File: src/rtl/cpu_datapath_regs.sv
// Register/datapath stage behind the CPU controller: PC, IR, AC, halt latch,
// free-running 8-phase counter, memory bus drive and status back to the controller.
module cpu_datapath_regs #(
  parameter int AW = 5,
  parameter int DW = 8
) (
  input  logic          clk,
  input  logic          rst_,
  input  logic          mem_rd,
  input  logic          load_ir,
  input  logic          halt,
  input  logic          inc_pc,
  input  logic          load_ac,
  input  logic          load_pc,
  input  logic          mem_wr,
  input  logic [DW-1:0] mem_rdata,
  input  logic [DW-1:0] alu_out,
  output logic [AW-1:0] mem_addr,
  output logic [DW-1:0] mem_wdata,
  output logic          mem_re,
  output logic          mem_we,
  output logic [2:0]    opcode,
  output logic [AW-1:0] ir_addr,
  output logic [AW-1:0] pc,
  output logic [DW-1:0] ac,
  output logic          zero,
  output logic          fetch,
  output logic          halted,
  output logic          bus_err
);

  logic [2:0]    r_phase;
  logic [AW-1:0] r_pc;
  logic [DW-1:0] r_ir;
  logic [DW-1:0] r_ac;
  logic          r_halted;
  logic          r_bus_err;

  logic          w_fetch;
  logic          w_active;
  logic [AW-1:0] w_ir_addr;
  logic          w_bus_fault;

  assign w_fetch     = (r_phase < 3'd4);
  assign w_active    = ~r_halted;
  assign w_ir_addr   = r_ir[AW-1:0];
  // A write may only land in the operand half of the cycle; a read/write
  // collision or an early write is a controller fault worth latching.
  assign w_bus_fault = mem_wr & (mem_rd | w_fetch);

  // Phase keeps running while halted so it stays locked to the controller.
  always_ff @(posedge clk or negedge rst_) begin
    if (!rst_) begin
      r_phase <= 3'd0;
    end else begin
      r_phase <= r_phase + 3'd1;
    end
  end

  // load_pc wins over inc_pc and uses the pre-edge IR operand.
  always_ff @(posedge clk or negedge rst_) begin
    if (!rst_) begin
      r_pc <= '0;
    end else if (w_active) begin
      if (load_pc) begin
        r_pc <= w_ir_addr;
      end else if (inc_pc) begin
        r_pc <= r_pc + 1'b1;
      end
    end
  end

  always_ff @(posedge clk or negedge rst_) begin
    if (!rst_) begin
      r_ir <= '0;
    end else if (w_active && load_ir) begin
      r_ir <= mem_rdata;
    end
  end

  always_ff @(posedge clk or negedge rst_) begin
    if (!rst_) begin
      r_ac <= '0;
    end else if (w_active && load_ac) begin
      r_ac <= alu_out;
    end
  end

  always_ff @(posedge clk or negedge rst_) begin
    if (!rst_) begin
      r_halted <= 1'b0;
    end else if (halt) begin
      r_halted <= 1'b1;
    end
  end

  always_ff @(posedge clk or negedge rst_) begin
    if (!rst_) begin
      r_bus_err <= 1'b0;
    end else if (w_bus_fault) begin
      r_bus_err <= 1'b1;
    end
  end

  assign mem_addr  = w_fetch ? r_pc : w_ir_addr;
  assign mem_wdata = r_ac;
  assign mem_re    = mem_rd & w_active;
  assign mem_we    = mem_wr & w_active & ~w_fetch;
  assign opcode    = r_ir[DW-1:AW];
  assign ir_addr   = w_ir_addr;
  assign pc        = r_pc;
  assign ac        = r_ac;
  assign zero      = (r_ac == '0);
  assign fetch     = w_fetch;
  assign halted    = r_halted;
  assign bus_err   = r_bus_err;

endmodule
File: config.mk
export PLATFORM = sky130hd
export DESIGN_NAME = cpu_datapath_regs
export DESIGN_NICKNAME = d
export VERILOG_FILES = /design/src/rtl/cpu_datapath_regs.sv
export SDC_FILE = /design/constraint.sdc
export NUM_CORES = 1
export LEC_CHECK = 0
export CORE_MARGIN = 2
export CORE_UTILIZATION = 39
export DETAILED_ROUTE_END_ITERATION = 6
export PLACE_DENSITY = 0.82
export SLEW_MARGIN = 20
export SYNTH_ARGS = -nofsm -noshare
export SYNTH_HDL_FRONTEND = slang
export SYNTH_SLANG_ARGS = --single-unit
File: constraint.sdc
create_clock -name clk -period 1.6 [get_ports clk]
set_input_delay 0.16 -clock clk [delete_from_list [all_inputs] [get_ports clk]]
set_output_delay 0.16 -clock clk [all_outputs]
set_load 0.05 [all_outputs]
======== Word-level counts from Yosys, hierarchy flattened ========
Index checks and enable logic that the tools add are counted.
operators by class
  $add $sub $neg .......................... 2
  magnitude comparators ................... 1
  multiplexer cells ....................... 3
  bitwise operators ....................... 7
  reduce and logical (&&, ||, !) cells .... 5
operators by type and width
  kind                 number
  $mux 5               3
  $logic_not 8->1      1
  $add 5x1->5 const B  1
  $and 1x1->1          4
  $add 3x1->3 const B  1
  $lt 3x3->1 const B   1
  $logic_and 1x1->1    2
  $not 1->1            2
  $reduce_and 2->1     1
  $reduce_bool 2->1    1
  $or 1x1->1           1
word-level totals
  register bits ........................... 26
  input port bits ......................... 25
  output and inout bits ................... 40
  logic and storage cells ................. 24

======== Longest topological paths before layout ========
Gate-level depths: netlist (run 1).
  word-level depth ........................ 3
  depth in mapped cells ................... 4
  gate-level depth less buffers ........... 4

======== Worst setup path after synthesis (run 1) ========
Ideal clock, no wire load.
  kind .................................... register to output
  start ................................... register r_halted (netlist: halted)
  end ..................................... output mem_we
  data arrival time ....................... 2,009 ps
  data required time ...................... 1,440 ps
  setup slack ............................. -569 ps
  stages on the path, launching flop included .. 3
  path buffers ............................ 1
  cells stage by stage .................... dfrtp_1 -> buf_4 -> nor3b_1
on the way
  longest elaborated chain between the ends .. 3
RTL lines
  what                        line  text
  start: declaration          36    logic r_halted;
  start signal: assignment    91    r_halted <= 1'b0;
  start signal: assignment    93    r_halted <= 1'b1;
  $not 1->1 (no source line)  -
  $and 1x1->1 (2 in a row)    108   assign mem_we = mem_wr & w_active & ~w_fetch;
  end: declaration            21    output logic mem_we,
No other way between the ends.

======== Worst setup path after layout (run 1) ========
  start ................................... register r_ac[5] (netlist: ac[5])
  end ..................................... output zero
on the way
  longest elaborated chain between the ends .. 1
RTL lines
  what                      line  text
  start: declaration        35    logic [DW-1:0] r_ac;
  start signal: assignment  85    r_ac <= alu_out;
  $logic_not 8->1           113   assign zero = (r_ac == '0);
  end: declaration          26    output logic zero,
No other way between the ends.

==> results of run 1 <==
## worst max-delay path: cells and delay by family (launching register included)
kind	cells	cell delay, ns
DFF	1	0.43
and+or+nand+nor	2	0.69
buffers and inverters	1	0.14
## sequential cells by signal (all words and copies together), names as in the netlist
signal / count
ac: 8
bus_err: 1
halted: 1
pc: 5
r_ir: 8
r_phase: 3
## cell families after synthesis
family | synth area share
flops | 0.5258
simple gates | 0.1092
xor+xnor | 0.007079
fa+ha+maj | 0.02022
buf+inv | 0.07583
mux | 0.2073
compound gates | 0.05460
## worst paths after layout
kind / startpoint / to / slack, ns
worst max-delay path: ac[5] / zero / -0.14
worst min-delay path: rst_ / bus_err / 0.19
worst max register to register: pc[0] / pc[1] / 0.33
worst min register to register: r_phase[0] / r_phase[0] / 0.43
max in group asynchronous: rst_ / r_phase[2] / 1.13
min in group clk: mem_wr / bus_err / 0.41
## cell usage after synthesis (all sizes together), types with 3 or more instances
| library cell | instances | area (µm²) |
|---|---|---|
| o21ai | 4 | 20.02 |
| dfrtp | 26 | 650.6 |
| buf | 12 | 82.57 |
| inv | 3 | 11.26 |
| mux2 | 21 | 236.5 |
| nor2b | 5 | 31.28 |
| a22oi | 5 | 37.54 |
| or4 | 3 | 22.52 |
## power groups by stage
stage / sequential (mW) / clock (mW) / combinational (mW)
floorplan: 0.923 / 0 / 0.187
global placement: 0.760 / 0 / 0.526
detailed placement: 0.764 / 0 / 0.530
CTS: 0.747 / 0.453 / 0.560
global route: 0.755 / 0.485 / 0.588
finish: 0.748 / 0.449 / 0.566
## layout make-up
cell class | count | area, µm² | area share
timing repair buffer | 75 | 685.7 | 0.3466
tap | 44 | 55.05 | 0.02783
multi-input combinational | 59 | 515.5 | 0.2606
clock buffer | 3 | 22.52 | 0.01139
inverter | 3 | 11.26 | 0.005693
sequential | 26 | 658.1 | 0.3327
clock inverter | 1 | 30.03 | 0.01518
## what timing repair did
item,4_1_cts,5_1_grt
pin swaps,1,0
gates resized for setup,3,0
buffers inserted,4,2
endpoints found under the setup margin,6,1
## metrics by stage
step / power [mW] / std cells / hold WS [ns] / instance area [µm²] / setup WS (ns)
final: 1.763 / 211 / 0.1918 / 1978 / -0.1352
after global placement: 1.286 / 201 / 0.4112 / 1872 / 0.1923
after CTS: 1.759 / 209 / 0.2093 / 1963 / -0.1269
after floorplan: 1.109 / 100 / -0.1356 / 1259 / -0.07843
after detailed placement: 1.295 / 201 / 0.4176 / 1872 / 0.1503
after global routing: 1.828 / 211 / 0.2115 / 1978 / -0.1672
## routing by layer
layer	GRT usage	vias to the layer above	share of wire
li1	-	484	-
met1	0.2054	487	0.42
met2	0.2966	29	0.52
met3	0.01706	2	0.044
met4	0.06349	0	0.0092
met5	0	-	0
==> run metrics, run 1 <==
maximum buffer depth of the clock tree 2; number of global-route vias before repair between 900 and 1000; clock tree from TritonCTS built; Crit path required time about 1.4 ns; number of library cell types mapped by synthesis 24; post-DP HPWL 2203 µm; height of the chip slightly above 60 µm; fill cell count 235; Critical Path End Type output port; minimum period implied by the final worst setup slack ~1.7 ns; via density per instance approximately 4.7; Gate Count Post-Synth 100; Final Core Density 0.6533; CP arrival approximately 1.6 ns; number of cells traversed by the worst register-to-register path 4; Sink Count 26; number of hold buffers added after cts 0; flip-flop and latch count after synthesis 26; maximum VDD drop 0.0005291 V; site row count 20; area added between synthesis and finish 59.86%; overall overflow remaining after global route 0; core area approximately 0.0030 mm²; Pwr per Cell Area a little under 900 mW/mm²; total number of H-tree levels 1; overall track demand over capacity in global routing 0.1657; ys async rst share 1.000; placer congestion estimate ~0.84; Setup crit start kind flip-flop; clock-pin slew reported for the worst setup and hold paths after clock tree synthesis ~0.15 ns; commonest cells after routing, fill and taps aside buf_4 (46), clkdlybuf4s50_1 (24), mux2_2 (21); count of warnings emitted by yosys 0; RSZ-0062 raised after global routing yes; number of antenna violations at the first check in global routing 0; count of final hold-check violations 0; count of flip-flops with a built-in enable after synthesis 0; maximum operating frequency roughly 0.58 GHz; largest net degree at the start of global routing 27; cell breakdown of the critical path or4_4, nor2_4, buf_12; Sw Ratio 0.3315; starting density of the core 0.4087; critical path start-end classification flip-flop to output port; worst setup slack after layout -0.1352 ns; remaining max-slew budget at the tightest pin 0.7569; number of violations reported at the end of detailed-routing iteration 0 57; Num CTS Buffers 3; Pint 1.179 mW; Final #Nets around 200; sum of negative setup slack -0.1352 ns; most common cell after layout, fill and taps aside buf_4; Worst path max stage delay approximately 0.55 ns; slew at the pin closest to its max-slew limit about 0.36 ns; number of slew-limit violations in the final report 0; floorplan die area roughly 0.0036 mm²; Clock Power Share 0.255; standard cell with the maximum stage delay on the critical path or4_4; mean instance size in the synthesized netlist between 10 and 15 µm²; clock root buffer clkbuf_4; via total after detailed routing 1002; Net Count, Synth between 100 and 150; worst hold-check path type input port to asynchronous set/reset pin; Max Cap Viol 0; switching component of the power between 0.5 and 0.6 mW; violated checks negative setup slack; die outline width approximately 60 µm; io pins 65; number of detailed-route iterations in the first pass 4; Leakage Power approximately 0.87 nW; worst clock skew on the final layout about 0.0053 ns; Detailed Route WL slightly below 3000 µm; layout cells sized above 1 0.5329; total of buffers placed on input and output ports between 60 and 70; # setup viols final 1; antenna violation net count after detailed routing 0; per-cell routed wire length around 14 µm; antenna diode count 0; outcome finished with violations; synthesized area ~0.0012 mm²; ratio of final minimum period to clock period 1.084; share of power burned in registers 0.424; combinational share of power 0.321; first-pass GRT wire length approximately 4500 µm; dominant register cell in the synthesized netlist dfrtp_1; Crit Path Max Fanout 2; count of unresolved DRC violations after routing 0; insertion delay to the later sink of the worst-skew pair slightly above 0.3 ns; sequential element share of the synthesized area 0.5258
No activity file was read; power rests on OpenSTA's default activity.
==> run 2, diff against run 1 <==
--- a/config.mk
+++ b/config.mk
@@ -7,7 +7,9 @@
 export LEC_CHECK = 0
 export CORE_MARGIN = 2
 export CORE_UTILIZATION = 39
+export CTS_CLUSTER_SIZE = 20
 export DETAILED_ROUTE_END_ITERATION = 6
+export HOLD_SLACK_MARGIN = 0.06
 export PLACE_DENSITY = 0.82
 export SLEW_MARGIN = 20
 export SYNTH_ARGS = -nofsm -noshare
==> results of run 2 <==
The final DEF is identical to that of run 1; final timing and power are the same.
==> patch 1, RTL diff (config.mk and constraints of run 1) <==
Register the input `load_ac` before use, without a reset. The logic sees it one clock later. The other inputs are not delayed to match.
--- a/src/rtl/cpu_datapath_regs.sv
+++ b/src/rtl/cpu_datapath_regs.sv
@@ -28,6 +28,12 @@
   output logic          halted,
   output logic          bus_err
 );
+
+  logic load_ac_q;
+
+  always_ff @(posedge clk) begin
+    load_ac_q <= load_ac;
+  end
 
   logic [2:0]    r_phase;
   logic [AW-1:0] r_pc;
@@ -81,7 +87,7 @@
   always_ff @(posedge clk or negedge rst_) begin
     if (!rst_) begin
       r_ac <= '0;
-    end else if (w_active && load_ac) begin
+    end else if (w_active && load_ac_q) begin
       r_ac <= alu_out;
     end
   end
Check against the original RTL: not equivalent (Yosys sat finds a counterexample within 4 cycles, from zero or initial values and one cycle with rst_ low).
==> patch 1 against run 1 <==
The run still ends with setup timing left; synthesized area grew 5.0%; design area shrank 1.5%; clock power shrank 33%; die area grew 4.6%; sequential cell count grew 1; total power shrank 7.5%; routed wire length grew 4.4%; setup slack gained 8.7 ps.
==> patch 1: results (changes against run 1) <==
Status - complete, but fails checks
Violated checks - setup timing
First-pass GRT wire length - 4.774 mm (+6.1%)
Arr. time, crit path - 1570 ps
Synth Area in Adders - 0.01927 (-0.0009546)
Vias in the first global route - 1067 (+12%)
Final Worst Setup Slack - -126.5 ps (+8.668 ps)
Nets - 196 (+0.51%)
Dominant cells by area after synthesis - dfrtp_1 50%, mux2_2 19%, buf_4 5.2%, buf_6 2.6%, ha_1 1.9%
R2r endpoint - pc[4]
LEAKAGE - 0.9022 nW (+3.3%)
Filler instances - 268 (+14%)
GRT Total Usage - 0.1709 (+0.005248)
Worst skew pair latency - 330 ps (+20 ps)
Pin count of the biggest net entering global routing - 27 (unchanged)
Most frequent cell after synthesis - dfrtp_1
Worst vdd ir - 0.5494 mV (+3.8%)
R2R depth - 4 (unchanged)
DR pass1 iterations - 4 (unchanged)
Root cell of the clock tree - clkbuf_4
Synth Flop Type - dfrtp_1
DRT Wirelength - 3.066 mm (+4.4%)
Post-synthesis xor/xnor area fraction - 0.006744 (-0.0003341)
HP Class - in -> async
Critical-path maximum fanout - 2 (unchanged)
Initial antenna violation count - 0 (unchanged)
Top cells by count, synth - 26 x dfrtp_1, 22 x mux2_2, 9 x buf_4
Distinct cells, synth - 30 (+25%)
Max_slew headroom - 0.7762 (+0.01923)
Clock Skews - 13.68 ps (+8.400 ps)
DRT iter0 DRCs - 43 (-25%)
Seq/Total Area, Yosys - 0.5164 (-0.009406)
Clock Path Buffers - 2 (unchanged)
YS warnings - 0 (unchanged)
Clock slew at reported path FFs - 150 ps (about the same)
Total number of vias - 1048 (+4.6%)
Number of diodes - 0 (unchanged)
Layout cell share with drive strength beyond 1 - 0.5000 (-0.03293)
Final hold vios - 0 (unchanged)
IO Port Bufs - 64 (unchanged)
Ys async rst share - 0.9630 (-0.03704)
HPWL Detailed - 2.395 mm (+8.7%)
Post-synth net total - 132 (+3.9%)
Post-synthesis mux area share - 0.1908 (-0.01653)
Compound-cell area share of the yosys netlist - 0.09152 (+0.03692)
H-tree levels - 1 (unchanged)
GPL Wtd Cong - 0.7799 (-7.5%)
R2r startpoint - halted
Final setup viols - 1 (unchanged)
Flop2flop setup slack - 270 ps (-60 ps)
TritonCTS buffer count - 3 (unchanged)
patch 1: cell count changes in the layout (fill, tap and decap cells not counted), sizes merged, moves of 2 or more:
cell,run 1,this run
mux2i,2,0
nor3b,2,0
o211ai,0,2
buf,51,48
o22ai,0,2
a22oi,5,1
nand2b,1,3
a21oi,2,4
patch 1: timing repair:
item                                    4_1_cts  5_1_grt
gates resized for setup                       3        1
buffers inserted                              4        0
hold buffers                                  0        0
pin swaps                                     2        0
endpoints found under the setup margin        6        2
patch 1: kinds of logic (layout without fill, tap and decap cells):
logic type,count (synthesis),after routing
fa+ha+maj,2,2
flops,27,27
compound gates,17,17
simple gates,19,19
mux,22,22
buf+inv,17,80
xor+xnor,1,1
patch 1: final cells by class:
| cell class | instances | area share |
|---|---|---|
| timing repair buffer | 72 | 0.3340 |
| clock buffer | 3 | 0.01156 |
| tap | 44 | 0.02826 |
| multi-input combinational | 61 | 0.2685 |
| sequential | 27 | 0.3455 |
| inverter | 4 | 0.008349 |
| clock inverter | 1 | 0.003854 |
patch 1: worst max path at each step:
stage	from	end	slack, ps	depth (start not counted)
floorplan	ac[5]	zero	-50	2
global placement	ac[5]	zero	210	3
detailed placement	ac[5]	zero	180	3
CTS	ac[0]	zero	-140	3
global route	ac[5]	zero	-180	3
finish	ac[0]	zero	-130	3
patch 1: metal layers:
metal / GRT usage / wire length (um) / share of wire
met1: 0.1995 / 1178 / 0.38
met2: 0.3023 / 1639 / 0.53
met3: 0.02692 / 137 / 0.045
met4: 0.08815 / 109 / 0.036
met5: 0 / 0 / 0
patch 1: worst max-delay path: stages (launching register included):
cell and delay [ps]:
dfrtp_1 410, or4_4 550, nor2_4 140, buf_12 140
patch 1: power by group:
part / switching, W / internal, W / total (W)
registers: 0.0000437 / 0.000728 / 0.000772
clock network: 0.000207 / 0.0000959 / 0.000303
logic: 0.000341 / 0.000216 / 0.000557
total: 0.000591 / 0.00104 / 0.00163
patch 1: metrics by stage:
stage	hold WS, ps	cell area [um^2]	TNS, ps	instances	setup WS [ps]
floorplan	-135.6	1309	-54.41	105	-54.41
global placement	411.0	1878	0	204	207.4
detailed placement	425.4	1878	0	204	178.5
CTS	172.7	1947	-142.2	212	-142.2
global route	183.0	1948	-180.4	212	-180.4
finish	161.7	1948	-126.5	212	-126.5
==> patch 2, RTL diff (flow settings as in run 1) <==
Made on the original files. Make the reset (`rst_`) synchronous in 6 clocked blocks.
--- a/src/rtl/cpu_datapath_regs.sv
+++ b/src/rtl/cpu_datapath_regs.sv
@@ -49,7 +49,7 @@
   assign w_bus_fault = mem_wr & (mem_rd | w_fetch);
 
   // Phase keeps running while halted so it stays locked to the controller.
-  always_ff @(posedge clk or negedge rst_) begin
+  always_ff @(posedge clk) begin
     if (!rst_) begin
       r_phase <= 3'd0;
     end else begin
@@ -58,7 +58,7 @@
   end
 
   // load_pc wins over inc_pc and uses the pre-edge IR operand.
-  always_ff @(posedge clk or negedge rst_) begin
+  always_ff @(posedge clk) begin
     if (!rst_) begin
       r_pc <= '0;
     end else if (w_active) begin
@@ -70,7 +70,7 @@
     end
   end
 
-  always_ff @(posedge clk or negedge rst_) begin
+  always_ff @(posedge clk) begin
     if (!rst_) begin
       r_ir <= '0;
     end else if (w_active && load_ir) begin
@@ -78,7 +78,7 @@
     end
   end
 
-  always_ff @(posedge clk or negedge rst_) begin
+  always_ff @(posedge clk) begin
     if (!rst_) begin
       r_ac <= '0;
     end else if (w_active && load_ac) begin
@@ -86,7 +86,7 @@
     end
   end
 
-  always_ff @(posedge clk or negedge rst_) begin
+  always_ff @(posedge clk) begin
     if (!rst_) begin
       r_halted <= 1'b0;
     end else if (halt) begin
@@ -94,7 +94,7 @@
     end
   end
 
-  always_ff @(posedge clk or negedge rst_) begin
+  always_ff @(posedge clk) begin
     if (!rst_) begin
       r_bus_err <= 1'b0;
     end else if (w_bus_fault) begin
Formal check against the unedited RTL: differs if rst_ is asserted again (counterexample within 4 cycles, from zero or initial values and one cycle with rst_ low); with rst_ held inactive, the same outputs for 10 cycles.
==> patch 2 against run 1 <==
The run still ends with setup timing left; maximum frequency up 6.3%; setup slack improved by 100 ps; routed wire length grew 0.41%; register-to-register slack better by 40 ps; critical path depth unchanged; combinational power is 2% higher; total power down 6.9%; synthesized area up 1.5%; non-clock buffer count decreased by 4; first-iteration DRC count fell by 60%; count of clock-buffer cells in the layout up 1; cell count increased by 8.5%; design area fell by 3.5%; sequential cell count unchanged.
==> patch 2: results (changes against run 1) <==
Worst vdd ir - 0.4078 mV (-23%)
TritonCTS buffer count - 3 (unchanged)
Pin count of the biggest net entering global routing - 28 (+3.7%)
Status - complete, but fails checks
First-pass GRT wire length - 4.671 mm (+3.8%)
DRT iter0 DRCs - 23 (-60%)
Placed cell count - 222 (+10%)
Seq/Total Area, Yosys - 0.4143 (-0.1114)
Clock Skews - 7.420 ps (+2.144 ps)
Distinct cells, synth - 29 (+21%)
DR pass1 iterations - 3 (-1)
H-tree levels - 1 (unchanged)
Final setup viols - 1 (unchanged)
Violated checks - setup timing
Post-synth net total - 151 (+19%)
Dominant cells by area after synthesis - dfxtp_1 41%, mux2i_1 14%, nor2b_1 9.0%, buf_4 5.4%, mux2_2 4.5%
Clock slew at reported path FFs - 140 ps
Arr. time, crit path - 1470 ps (-110 ps)
Synth Area in Adders - 0.01992 (-0.0003021)
GRT Total Usage - 0.1674 (+0.001703)
LEAKAGE - 0.8462 nW (-3.1%)
Nets - 213 (+9.2%)
Worst slack, placed - 226.6 ps (+76.27 ps)
HP Class - reg -> reg
Syn avg cell area - 10.13 um^2 (-18%)
HPWL Detailed - 2.273 mm (+3.2%)
Final instance count without filler cells - 229 (+8.5%)
Compound-cell area share of the yosys netlist - 0.1066 (+0.05197)
Total number of vias - 1084 (+8.2%)
Ys async rst share - 0 (-1.000)
Worst-Margin Slew - 416.7 ps (+52.88 ps)
GPL Wtd Cong - 0.7431 (-12%)
Initial antenna violation count - 0 (unchanged)
DRT Wirelength - 2.950 mm (+0.41%)
Top cells by count, synth - 26 x dfxtp_1, 18 x mux2i_1, 18 x nor2b_1
Sw Share - 0.3448 (+0.01335)
Final Worst Setup Slack - -32.48 ps (+102.7 ps)
Layout cell share with drive strength beyond 1 - 0.3622 (-0.1708)
Post-synthesis xor/xnor area fraction - 0.006972 (-0.0001057)
==> patch 2: changes by cell type after synthesis, sizes merged, moves of 3 or more <==
cell,change
and2,+3
nor2b,+15
dfrtp,-26
a22oi,-5
mux2,-16
a21boi,+3
mux2i,+16
nand2,+3
dfxtp,+26
==> patch 2: power by group through the flow <==
stage / Sequential, W / Clock [W] / Combinational (W)
6_report: 0.000737 / 0.000328 / 0.000576
5_1_grt: 0.000745 / 0.000368 / 0.000607
4_1_cts: 0.000738 / 0.000335 / 0.000579
3_5_place_dp: 0.000752 / 0 / 0.000565
3_3_place_gp: 0.000747 / 0 / 0.000557
2_1_floorplan: 0.000854 / 0 / 0.000264
==> patch 2: timing repair <==
action                                  4_1_cts  5_1_grt
endpoints found under the hold margin         0        0
cloned                                        0        0
gates resized for setup                       7        0
pin swaps                                     1        0
setup buffers                                 2        1
endpoints found under the setup margin        6        1
==> patch 2: kinds of logic after synthesis <==
| logic type | count (synthesis) |
|---|---|
| fa+ha+maj | 2 |
| flops | 26 |
| buf+inv | 16 |
| compound gates | 18 |
| mux | 23 |
| simple gates | 38 |
| xor+xnor | 1 |
==> patch 2: cell type report <==
| cell class | count | area, um^2 |
|---|---|---|
| Fill cell | 260 | 1145 |
| Clock buffer | 4 | 36.28 |
| Inverter | 2 | 7.507 |
| Timing Repair Buffer | 71 | 643.1 |
| Tap cell | 44 | 55.05 |
| Multi-Input combinational cell | 82 | 639.4 |
| Sequential cell | 26 | 526.8 |
==> patch 2: path summary, 6_finish.rpt <==
path / startpoint / to / slack, ps / depth (start not counted)
worst max-delay path: ac[5] / zero / -30 / 3
worst min-delay path: r_phase[0] / r_phase[0] / 440 / 1
worst max register to register: pc[0] / pc[4] / 370 / 4
worst min register to register: r_phase[0] / r_phase[0] / 440 / 1
==> patch 2: per-layer routing <==
| metal | part of all wire | vias to the layer above | track usage | wire length (um) |
|---|---|---|---|---|
| met1 | 0.41 | 495 | 0.1819 | 1222 |
| met4 | 0.0041 | 0 | 0.04658 | 12 |
| li1 | - | 538 | - | - |
| met2 | 0.50 | 49 | 0.3257 | 1463 |
| met3 | 0.085 | 2 | 0.03198 | 251 |
| met5 | 0 | - | 0 | 0 |
==> patch 2: metrics by stage <==
stage | TNS [ps] | cell area, um^2 | hold slack, ps | power, W | util
finish | -32.48 | 1908 | 437.1 | 0.001641 | 0.6250
global route | -78.38 | 1908 | 422.5 | 0.001720 | 0.6250
CTS | -40.24 | 1901 | 433.1 | 0.001652 | 0.6225
detailed placement | 0 | 1836 | 411.5 | 0.001316 | 0.6012
global placement | 0 | 1836 | 407.3 | 0.001305 | 0.6012
floorplan | 0 | 1264 | 270.2 | 0.001117 | -
